==> config.mk <==
export PLATFORM = sky130hd
export DESIGN_NAME = uart_tx_word_queue
export DESIGN_NICKNAME = d
export VERILOG_FILES = /design/src/rtl/uart_tx_word_queue.sv
export SDC_FILE = /design/constraint.sdc
export NUM_CORES = 1
export LEC_CHECK = 0
export ABC_AREA = 1
export CAP_MARGIN = 20
export CORE_MARGIN = 2
export CORE_UTILIZATION = 45
export CTS_CLUSTER_SIZE = 14
export DETAILED_ROUTE_END_ITERATION = 16
export GPL_TIMING_DRIVEN = 1
export PLACE_DENSITY = 0.65
export SYNTH_ARGS = -nofsm -noshare
export SYNTH_HDL_FRONTEND = slang
export SYNTH_SLANG_ARGS = --single-unit
==> constraint.sdc <==
create_clock -name CLK -period 6.3 [get_ports CLK]
set_input_delay 0.945 -clock CLK [delete_from_list [all_inputs] [get_ports CLK]]
set_output_delay 0.945 -clock CLK [all_outputs]
set_load 0.02 [all_outputs]
==> src/rtl/uart_tx_word_queue.sv <==
`default_nettype none
// ============================================================================
// Module   : uart_tx_word_queue
// Brief    : Word FIFO feeding a byte serializer for the UART sender, with
//            per-word byte counts, selectable byte order and sticky overflow.
// Revision : 1.0 - initial release
// ============================================================================
module uart_tx_word_queue #(
    parameter int WORD_BYTES = 4,
    parameter int DEPTH_LOG2 = 3,
    parameter int BIG_ENDIAN = 1
) (
    input  logic                        CLK,
    input  logic                        reset,
    input  logic                        flush,
    input  logic                        push_valid,
    input  logic [8*WORD_BYTES-1:0]     push_data,
    input  logic [$clog2(WORD_BYTES):0] push_nbytes,
    output logic                        push_ready,
    input  logic                        sender_ready,
    output logic [7:0]                  byte_data,
    output logic                        byte_valid,
    output logic [DEPTH_LOG2:0]         level,
    output logic                        busy,
    output logic                        overflow
);

    localparam int c_W     = 8 * WORD_BYTES;
    localparam int c_NB_W  = $clog2(WORD_BYTES) + 1;
    localparam int c_ENTRIES = 1 << DEPTH_LOG2;
    localparam logic [DEPTH_LOG2:0] c_DEPTH = (DEPTH_LOG2+1)'(c_ENTRIES);
    localparam logic [c_NB_W-1:0]   c_WB    = c_NB_W'(WORD_BYTES);

    localparam logic [1:0] c_IDLE   = 2'd0;
    localparam logic [1:0] c_ARM    = 2'd1;
    localparam logic [1:0] c_WAITLO = 2'd2;
    localparam logic [1:0] c_WAITHI = 2'd3;

    logic [c_W-1:0]        r_mem_data [0:c_ENTRIES-1];
    logic [c_NB_W-1:0]     r_mem_nb   [0:c_ENTRIES-1];
    logic [DEPTH_LOG2-1:0] r_wptr;
    logic [DEPTH_LOG2-1:0] r_rptr;
    logic [DEPTH_LOG2:0]   r_count;
    logic                  r_overflow;

    logic [1:0]            r_state;
    logic [c_W-1:0]        r_shift;
    logic [c_NB_W-1:0]     r_rem;
    logic [7:0]            r_byte_data;
    logic                  r_byte_valid;
    logic                  r_abort;

    logic [1:0]            w_state_nxt;
    logic [c_W-1:0]        w_shift_nxt;
    logic [c_NB_W-1:0]     w_rem_nxt;
    logic [7:0]            w_byte_data_nxt;
    logic                  w_byte_valid_nxt;
    logic                  w_abort_nxt;
    logic                  w_pop;

    logic                  w_can_push;
    logic                  w_push;
    logic [c_W-1:0]        w_head_data;
    logic [c_NB_W-1:0]     w_head_nb_raw;
    logic [c_NB_W-1:0]     w_head_nb;
    logic [c_W-1:0]        w_load_word;
    logic [7:0]            w_cur_byte;
    logic [c_W-1:0]        w_shifted;

    // Full is judged on the registered count only; a same-cycle pop never frees a slot.
    assign w_can_push = (r_count != c_DEPTH);
    assign push_ready = !reset && w_can_push;
    assign w_push     = push_valid && push_ready && !flush;

    assign w_head_data   = r_mem_data[r_rptr];
    assign w_head_nb_raw = r_mem_nb[r_rptr];
    assign w_head_nb     = (w_head_nb_raw == '0) ? c_WB : w_head_nb_raw;

    if (BIG_ENDIAN != 0) begin : g_big_endian
        logic [c_NB_W+2:0] w_lshamt;
        // Left-align so the most-significant valid byte sits in the top lane.
        assign w_lshamt    = {c_WB - w_head_nb, 3'b000};
        assign w_load_word = w_head_data << w_lshamt;
        assign w_cur_byte  = r_shift[c_W-1 -: 8];
        assign w_shifted   = r_shift << 8;
    end else begin : g_little_endian
        assign w_load_word = w_head_data;
        assign w_cur_byte  = r_shift[7:0];
        assign w_shifted   = r_shift >> 8;
    end

    always_ff @(posedge CLK) begin
        if (w_push) begin
            r_mem_data[r_wptr] <= push_data;
            r_mem_nb[r_wptr]   <= push_nbytes;
        end
    end

    always_ff @(posedge CLK) begin
        if (reset || flush) begin
            r_wptr     <= '0;
            r_rptr     <= '0;
            r_count    <= '0;
            r_overflow <= 1'b0;
        end else begin
            if (w_push) begin
                r_wptr <= r_wptr + DEPTH_LOG2'(1);
            end
            if (w_pop) begin
                r_rptr <= r_rptr + DEPTH_LOG2'(1);
            end
            if (push_valid && !w_can_push) begin
                r_overflow <= 1'b1;
            end
            case ({w_push, w_pop})
                2'b10:   r_count <= r_count + (DEPTH_LOG2+1)'(1);
                2'b01:   r_count <= r_count - (DEPTH_LOG2+1)'(1);
                default: r_count <= r_count;
            endcase
        end
    end

    always_comb begin
        w_state_nxt      = r_state;
        w_shift_nxt      = r_shift;
        w_rem_nxt        = r_rem;
        w_byte_data_nxt  = r_byte_data;
        w_byte_valid_nxt = 1'b0;
        w_abort_nxt      = r_abort;
        w_pop            = 1'b0;
        case (r_state)
            c_IDLE: begin
                w_abort_nxt = 1'b0;
                if (!flush && (r_count != '0)) begin
                    w_pop       = 1'b1;
                    w_shift_nxt = w_load_word;
                    w_rem_nxt   = w_head_nb;
                    w_state_nxt = c_ARM;
                end
            end
            c_ARM: begin
                if (flush) begin
                    w_state_nxt = c_IDLE;
                end else if (sender_ready) begin
                    w_byte_data_nxt  = w_cur_byte;
                    w_byte_valid_nxt = 1'b1;
                    w_state_nxt      = c_WAITLO;
                end
            end
            c_WAITLO: begin
                // A strobed byte always finishes its handshake; flush only
                // marks the rest of the word for discard.
                if (flush) begin
                    w_abort_nxt = 1'b1;
                end
                if (!sender_ready) begin
                    w_state_nxt = c_WAITHI;
                end
            end
            c_WAITHI: begin
                if (flush) begin
                    w_abort_nxt = 1'b1;
                end
                if (sender_ready) begin
                    w_rem_nxt   = r_rem - c_NB_W'(1);
                    w_shift_nxt = w_shifted;
                    if ((r_rem == c_NB_W'(1)) || r_abort || flush) begin
                        w_state_nxt = c_IDLE;
                    end else begin
                        w_state_nxt = c_ARM;
                    end
                end
            end
            default: w_state_nxt = c_IDLE;
        endcase
    end

    always_ff @(posedge CLK) begin
        if (reset) begin
            r_state      <= c_IDLE;
            r_shift      <= '0;
            r_rem        <= '0;
            r_byte_data  <= 8'h00;
            r_byte_valid <= 1'b0;
            r_abort      <= 1'b0;
        end else begin
            r_state      <= w_state_nxt;
            r_shift      <= w_shift_nxt;
            r_rem        <= w_rem_nxt;
            r_byte_data  <= w_byte_data_nxt;
            r_byte_valid <= w_byte_valid_nxt;
            r_abort      <= w_abort_nxt;
        end
    end

    assign byte_data  = r_byte_data;
    assign byte_valid = r_byte_valid;
    assign level      = r_count;
    assign busy       = (r_state != c_IDLE) || (r_count != '0);
    assign overflow   = r_overflow;

endmodule
`default_nettype wire

# ---- Word level (Yosys, flattened, before mapping)
# Memories as Yosys holds them, arrays and structs flattened. A register that Yosys moved wholly into a read port is not among the register bits.
# Cells that the tools add are included.
dict set report classes {
  addsub 6
  mul 0
  n_div 0
  magnitude_cmp 0
  eq_ne 12
  n_shift 1
  mux 26
  bitwise 2
  n_reduce_logical 25
}
# cell n
set op_table {}
lappend op_table {{32-bit 2-to-1 mux} 2}
lappend op_table {{32-bit case mux with 2 select lines} 1}
lappend op_table {{32-bit by 6-bit left shift with 32-bit output} 1}
lappend op_table {{3-bit 2-to-1 mux} 7}
lappend op_table {{2-bit 2-to-1 mux} 5}
lappend op_table {{2-bit case mux with 4 select lines} 1}
lappend op_table {{4-bit case mux with 2 select lines} 1}
lappend op_table {{2-bit nonzero test} 4}
lappend op_table {{1-bit 2-to-1 mux} 7}
lappend op_table {{3-bit by 1-bit adder with 3-bit output, second input constant} 2}
lappend op_table {{2-bit == test, second input constant} 3}
lappend op_table {{2-bit inequality test, second input constant} 3}
lappend op_table {{3-bit case mux with 2 select lines} 1}
lappend op_table {{3-bit AND reduction} 2}
lappend op_table {{1-bit logical AND} 5}
lappend op_table {{4-bit by 1-bit adder with 4-bit output, second input constant} 1}
lappend op_table {{2-bit by 1-bit == test with 1-bit output, second input constant} 2}
lappend op_table {{1-bit logical OR} 4}
lappend op_table {{4-bit inequality test, second input constant} 1}
lappend op_table {{4-bit AND reduction} 1}
lappend op_table {{4-bit nonzero test} 1}
lappend op_table {{4-bit by 1-bit subtractor with 4-bit output, second input constant} 1}
lappend op_table {{3-bit by 1-bit == test with 1-bit output, second input constant} 1}
lappend op_table {{1-bit zero test} 3}
lappend op_table {{11 further kinds} 12}
dict set report word_totals {
  regBits 58
  latchBits 0
  ramBits 280
  rom_bits 0
  in_bits 40
  wordCells 84
  memories 2
}
# name depth word_bits read_ports rd_clocked_by_memory_dff write_ports line
set memory_table {}
lappend memory_table {r_mem_data 8 32 1 1 1 39} ;# logic [c_W-1:0] r_mem_data [0:c_ENTRIES-1];
lappend memory_table {r_mem_nb 8 3 1 1 1 40} ;# logic [c_NB_W-1:0] r_mem_nb [0:c_ENTRIES-1];

# ---- Longest topological paths before layout
# Gate-level depths: netlist of the first run.
dict set report depth {
  ltp_word 6
  mapped_depth 19
  mapped_depth_nobuf 16
}

# ---- Worst setup path after synthesis of the first run
# Ideal clock, no wire load.
dict set report synth_path {
  kind {input port to flip-flop}
  startpoint {input reset}
  endpoint {memory r_mem_data[0][0] (netlist bit), enable pin}
  setup_ns 0.427
  arrival_time_ns 3.567
  setup_slack_ns 2.306
  stages 5
  cell_sequence {clkbuf_1 > nor2_1 > nand3_1 > or2_1 > nor2_1}
}
dict set report synth_via {
  elab_chain_cells 6
}
# element line
set synth_lines {}
lappend synth_lines {{from (decl)} 14} ;# input logic reset,
lappend synth_lines {{1-bit zero test} 72} ;# assign push_ready = !reset && w_can_push;
lappend synth_lines {{1-bit logical AND} 72}
lappend synth_lines {{via push_ready} 19} ;# output logic push_ready,
lappend synth_lines {{1-bit logical AND (2 in series)} 73} ;# assign w_push = push_valid && push_ready && !flush;
lappend synth_lines {{1-bit 2-to-1 mux} 93} ;# if (w_push) begin
lappend synth_lines {{1-bit 2-to-1 mux (implied by the code)} 94} ;# r_mem_data[r_wptr] <= push_data;
lappend synth_lines {{to (decl)} 39}
# The timed path passes the listed nets, and every way through them passes these cells.

==> results of run 1 <==
## registers in the layout, indices dropped and copies added (netlist names), 3 cells and up, named ones only
name,count
r_rem,3
r_mem_data,256
r_wptr,3
level,4
byte_data,8
r_mem_nb,24
r_shift,32
r_rptr,3
## layer usage
layer / vias up / track usage / share of wire
met5: - / 0 / 0
met4: 0 / 0.0486 / 0.017
met2: 230 / 0.326 / 0.48
met3: 39 / 0.0263 / 0.047
met1: 4626 / 0.267 / 0.46
li1: 4857 / - / -
## critical path: cells and delay by family, from the launching register on
| kind | cells | cell delay, ps |
|---|---|---|
| adder cells (fa/ha/maj) | 1 | 240 |
| AO/OA/AOI/OAI | 4 | 1010 |
| flip-flops | 1 | 730 |
| buffers and inverters | 3 | 910 |
| AND/OR/NAND/NOR | 6 | 1110 |
## metrics by stage
stage	hold slack, ps	cell area, sq um	std cells	util
2_1_floorplan	455	14500	1413	-
6_report	463	16400	1871	0.517
3_3_place_gp	453	15200	1807	0.482
3_5_place_dp	456	15200	1807	0.482
4_1_cts	465	16400	1871	0.517
5_1_grt	486	16400	1871	0.517
## synthesized netlist by cell type, drive strengths merged
cell | number | area share
and2 | 2 | 0.00086
o21a | 2 | 0.0010
nand3 | 149 | 0.053
edfxtp | 280 | 0.58
xor2 | 4 | 0.0024
nand4 | 5 | 0.0022
nor3 | 3 | 0.0010
a211oi | 1 | 0.00052
inv | 85 | 0.022
nor3b | 2 | 0.0010
a21oi | 81 | 0.028
nor2 | 116 | 0.031
buf | 64 | 0.031
dfxtp | 61 | 0.084
o21ai | 107 | 0.037
or2 | 2 | 0.00086
o211ai | 4 | 0.0021
ha | 8 | 0.0069
o22ai | 5 | 0.0022
clkbuf | 12 | 0.0031
a221oi | 2 | 0.0012
nand2 | 417 | 0.11
xnor2 | 1 | 0.00060
## worst max-delay path by stage
| stage | startpoint | end |
|---|---|---|
| after global routing | flip-flop | r_shift[24] |
| after detailed placement | reset | r_mem_data[2][14] |
| after floorplan | reset | r_mem_data[0][0] |
| after global placement | reset | r_mem_data[2][14] |
| final | flip-flop | r_shift[24] |
| after CTS | flip-flop | r_shift[24] |
## logic make-up after synthesis
| logic type | share of synthesized area |
|---|---|
| compound gates | 0.0718 |
| xor+xnor | 0.00302 |
| fa+ha+maj | 0.00689 |
| buf+inv | 0.0558 |
| flops | 0.663 |
| simple gates | 0.199 |
## cell type report
class                   instances  area (sq um)
fillers                      2751         15300
flip-flops and latches        341          9630
multi-input cells             911          4140
clock buffers                  50          1040
repair buffers                 68           648
well taps                     402           503
inverters                      85           320
clock inverters                14          73.8
## power by group
group	internal (mW)	total, mW	switching [mW]
combinational	0.0933	0.267	0.173
sequential	2.47	2.48	0.0173
clock	1.15	1.98	0.827
total	3.71	4.73	1.02
## placed cells by master (no fill, tap or decap), types with 2 or more instances in the layout
| cell | synthesis | routed |
|---|---|---|
| a21oi_1 | 81 | 81 |
| and2_1 | 2 | 2 |
| clkbuf_16 | 0 | 39 |
| nand4_1 | 5 | 5 |
| o21ai_0 | 95 | 95 |
| buf_4 | 21 | 13 |
| nand2_1 | 411 | 411 |
| nand2_2 | 3 | 3 |
| xor2_1 | 4 | 4 |
| inv_2 | 4 | 4 |
| clkdlybuf4s50_1 | 0 | 55 |
| clkbuf_1 | 12 | 9 |
| nand3_1 | 146 | 146 |
| a221oi_1 | 2 | 2 |
| edfxtp_1 | 280 | 280 |
| nand2_4 | 3 | 3 |
| dfxtp_1 | 61 | 59 |
| nor2_4 | 1 | 9 |
| inv_1 | 81 | 80 |
| o21a_1 | 2 | 2 |
| clkinv_1 | 0 | 6 |
| nor3b_1 | 2 | 2 |
| nand3_2 | 2 | 2 |
| clkinv_2 | 0 | 5 |
| o21ai_1 | 12 | 12 |
| ha_1 | 8 | 8 |
| clkbuf_8 | 0 | 2 |
| o22ai_1 | 5 | 5 |
| o211ai_1 | 4 | 4 |
| nor3_1 | 3 | 3 |
| nor2_1 | 115 | 107 |
==> results.toml, run 1 <==
[run_status]
status = "completed"

[cts]
cts_setup_buffers = 0
insertion_delay_ps = 520
cts_tree = "built"
clockRootBuffer = "clkbuf_16"
cts_buffers = 37
cts_hold_buf = 0
cts_resized = 0
clkTransAtPathRegs_ps = 60
cts-htree-levels = 2
clockBufferDepth = 3
clock-sinks = 341

[min_path]
hold_start = "overflow"
hold_depth = 2
hp-class = "flip-flop to flip-flop"
whs_endpoint = "overflow"

[sta]
max_freq_ghz = 0.242
hold_violations = 0
worst_slew_pin_slew_ps = 984
final.setup_skew_ps = 24.5
tns_ps = 0
rsz0062_at_grt = "no"
slew_viol_final = 0
max-slew-margin-rel = 0.342
fin_ws_ps = 2170
setup_viol = 0
period_minus_slack_ps = 4130
finalCritPeriodShare = 0.656

[grt]
overflow = 0
grt_max_degree = 93
grt_pass1_wl_um = 51500
grt_pass1_vias = 9507
grtUsageTotal = 0.194
antenna_found_initial = 0

[drt]
drc = 0
route.antenna.remaining_nets = 0
drt_iter0_drc = 822
drt_pass1_iterations = 6
wl_um = 31600
vias = 9752
via_per_inst = 5.21
wl_per_cell_um = 16.9

[power_and_ir_drop]
power_mw = 4.73
power_density_mw_per_mm2 = 289
ir_drop_mv = 0.164
p_leak_nw = 6.21

[placed_design]
place.gp.congestion = 0.810
preCtsSetupSlack_ps = 2080
port_buffers = 55
place_hpwl_um = 18800

[synthesis]
synth_area_per_cell_sq_um = 10.3
netlist_instances = 1413
synth_seq_cells = 341
synth.distinct_cells = 35
synthesis.area_sq_mm = 0.0145
yosysWarnings = 0
syn-num-nets = 1461
seq_area_frac_synth = 0.663

[floorplan]
rows = 65
die_w_um = 184
core_sq_mm = 0.0316
die_h_um = 184
pin_count = 56
start_util = 0.459
die-area_sq_mm = 0.0337

[cells_and_area]
nets = 1492
drive_above_1_share = 0.0599
antenna_cells = 0
syn_to_final_growth_pct = 12.7

[setup_path]
rrSetupSlack_ps = 2170
cp.required_ps = 6720
crit_chain = "clkinv_2 > o21ai_0 > o22ai_1 > nand2_1 > o21ai_1 > inv_1 > ha_1 > nand3_4 > nand2_4 > o21ai_0 > nand3_1 > nand3_1 > nand2_1 > inv_1"
crit_fanout = 55
reg2reg_depth = 14
crit_slowest_cell = "clkinv_2"
start_kind = "flip-flop"
max_stage_delay_ps = 770
worst-setup-path-type = "flip-flop to flip-flop"
crit_arrival_ps = 4550
cp-end-kind = "flip-flop"
r2r_end = "r_shift[24]"

[job]
cap_violations = 0
(Power assumes the default switching activity.)
==> run 2, diff against run 1 <==
--- a/config.mk
+++ b/config.mk
@@ -12,7 +12,7 @@
 export CTS_CLUSTER_SIZE = 14
 export DETAILED_ROUTE_END_ITERATION = 16
 export GPL_TIMING_DRIVEN = 1
-export PLACE_DENSITY = 0.65
+export PLACE_DENSITY = 0.67
 export SYNTH_ARGS = -nofsm -noshare
 export SYNTH_HDL_FRONTEND = slang
 export SYNTH_SLANG_ARGS = --single-unit
==> constraint.sdc (replaced) <==
create_clock -name CLK -period 3.4 [get_ports CLK]
set_input_delay 0.51 -clock CLK [delete_from_list [all_inputs] [get_ports CLK]]
set_output_delay 0.51 -clock CLK [all_outputs]
set_load 0.02 [all_outputs]
==> run 2 against run 1 <==
Compared with the run above:
- sequential power grew 85%
- core utilization grew 0.23 points
- largest power group unchanged
- global-route usage grew 0.52 points
- clock power grew 78%
- register-to-register slack lost 1600 ps
==> results.toml, run 2 (synthesized netlist as in run 1, its figures left out) <==
[setup_path]
crit_fanout = 21
cp-end-kind = "flip-flop"
crit_arrival_ps = 3310
cp.required_ps = 3850
worst-setup-path-type = "flip-flop to flip-flop"
start_kind = "flip-flop"

[cts]
clkTransAtPathRegs_ps = 60
insertion_delay_ps = 510
cts_hold_buf = 0
clockBufferDepth = 3
clockRootBuffer = "clkbuf_16"
cts-htree-levels = 2
cts_tree = "built"
clock-sinks = 341
cts_buffers = 35
cts_setup_buffers = 0
cts_resized = 0

[cells_and_area]
drive_above_1_share = 0.0604
reg.largest.list = "r_mem_data x256, r_shift x32, r_mem_nb x24"
regMostFlops = "r_mem_data"
antenna_cells = 0
final_common_cell = "nand2_1"
nets = 1499
final_cell_mix = "411 x nand2_1, 280 x edfxtp_1, 146 x nand3_1, 107 x nor2_1, 95 x o21ai_0"
largest_register_ffs = 256
syn_to_final_growth_pct = 13.1

[floorplan]
start_util = 0.459
pin_count = 56
die-area_sq_mm = 0.0337
die_h_um = 184
die_w_um = 184
rows = 65
core_sq_mm = 0.0316

[placed_design]
place.gp.congestion = 0.850
place_hpwl_um = 18900
port_buffers = 55

[sta]
max_freq_ghz = 0.349
whs_ps = 446
slew_viol_final = 0
period_minus_slack_ps = 2860
worst_slew_pin_slew_ps = 734
max-slew-margin-rel = 0.511
rsz0062_at_grt = "no"
finalCritPeriodShare = 0.842
setup_viol = 0
final.setup_skew_ps = 14.6
hold_violations = 0

[drt]
route.antenna.remaining_nets = 0
drt_iter0_drc = 848
drc = 0
wl_per_cell_um = 17.8
wl_um = 33300
via_per_inst = 5.37
drt_pass1_iterations = 7
vias = 10077

[power_and_ir_drop]
power_mw = 8.63
ir_drop_mv = 0.254
p_leak_nw = 6.24
power_density_mw_per_mm2 = 525

[grt]
antenna_found_initial = 2
grt_pass1_vias = 9597
grt_pass1_wl_um = 52400
overflow = 0
grt_max_degree = 127
grtUsageTotal = 0.199

[run_status]
status = "completed"

[min_path]
hp-class = "flip-flop to flip-flop"

[job]
cap_violations = 0
[run 2: cell count changes in the layout (fill, tap and decap cells not counted)]
cell | before | now
clkinvlp_4 | 1 | 0
clkinv_4 | 1 | 0
buf_12 | 0 | 7
clkinv_2 | 5 | 4
buf_4 | 13 | 15
clkbuf_8 | 2 | 0
clkbuf_16 | 39 | 35
inv_4 | 1 | 0
bufinv_16 | 0 | 2
clkinv_1 | 6 | 9
[run 2: final cells by class]
class / instances / area, sq um
Clock buffer: 44 / 910
Clock inverter: 15 / 118
Fill cell: 2717 / 15200
Inverter: 85 / 320
Multi-Input combinational cell: 911 / 4140
Sequential cell: 341 / 9630
Tap cell: 402 / 503
Timing Repair Buffer: 77 / 803
[run 2: path summary, 6_finish.rpt]
kind              slack (ps)       from          end  cells after the start
setup / recovery         540  flip-flop  r_shift[24]                     14
hold / removal           450   overflow     overflow                      2
setup reg to reg         540  flip-flop  r_shift[24]                     14
hold reg to reg          450   overflow     overflow                      2
[run 2: through the flow]
step           instance area [sq um]  utilization  setup TNS, ps  cells  worst slack [ps]
6_report                       16400        0.519              0   1875               538
5_1_grt                        16400        0.519              0   1875               280
4_1_cts                        16400        0.519              0   1875               579
3_5_place_dp                   15400        0.487              0   1816               567
3_3_place_gp                   15400        0.487              0   1816               565
2_1_floorplan                  14500            -         -29470   1413              -210
[run 2: per-layer routing]
metal / track usage / up-vias / part of all wire
met2: 0.333 / 382 / 0.47
met4: 0.0621 / 2 / 0.027
met5: 0 / - / 0.00039
met1: 0.270 / 4755 / 0.43
li1: - / 4873 / -
met3: 0.0287 / 65 / 0.067
[run 2: report_power, final]
part           internal (mW)  total, mW  switching (mW)
logic                  0.178      0.505           0.327
clock network           2.04       3.52            1.48
registers               4.57       4.60          0.0312
total                   6.79       8.63            1.84
[run 2: critical path, cell delays in order (launching register included)]
cell	delay [ps]
dfxtp_4	480
clkinv_2	240
nand2_1	120
nand3_1	70
nand2_1	80
nand2_1	80
nand2_4	80
inv_1	40
ha_1	660
inv_1	420
nor2_1	280
nand2_1	80
nand3_1	70
nand2_1	60
inv_1	50
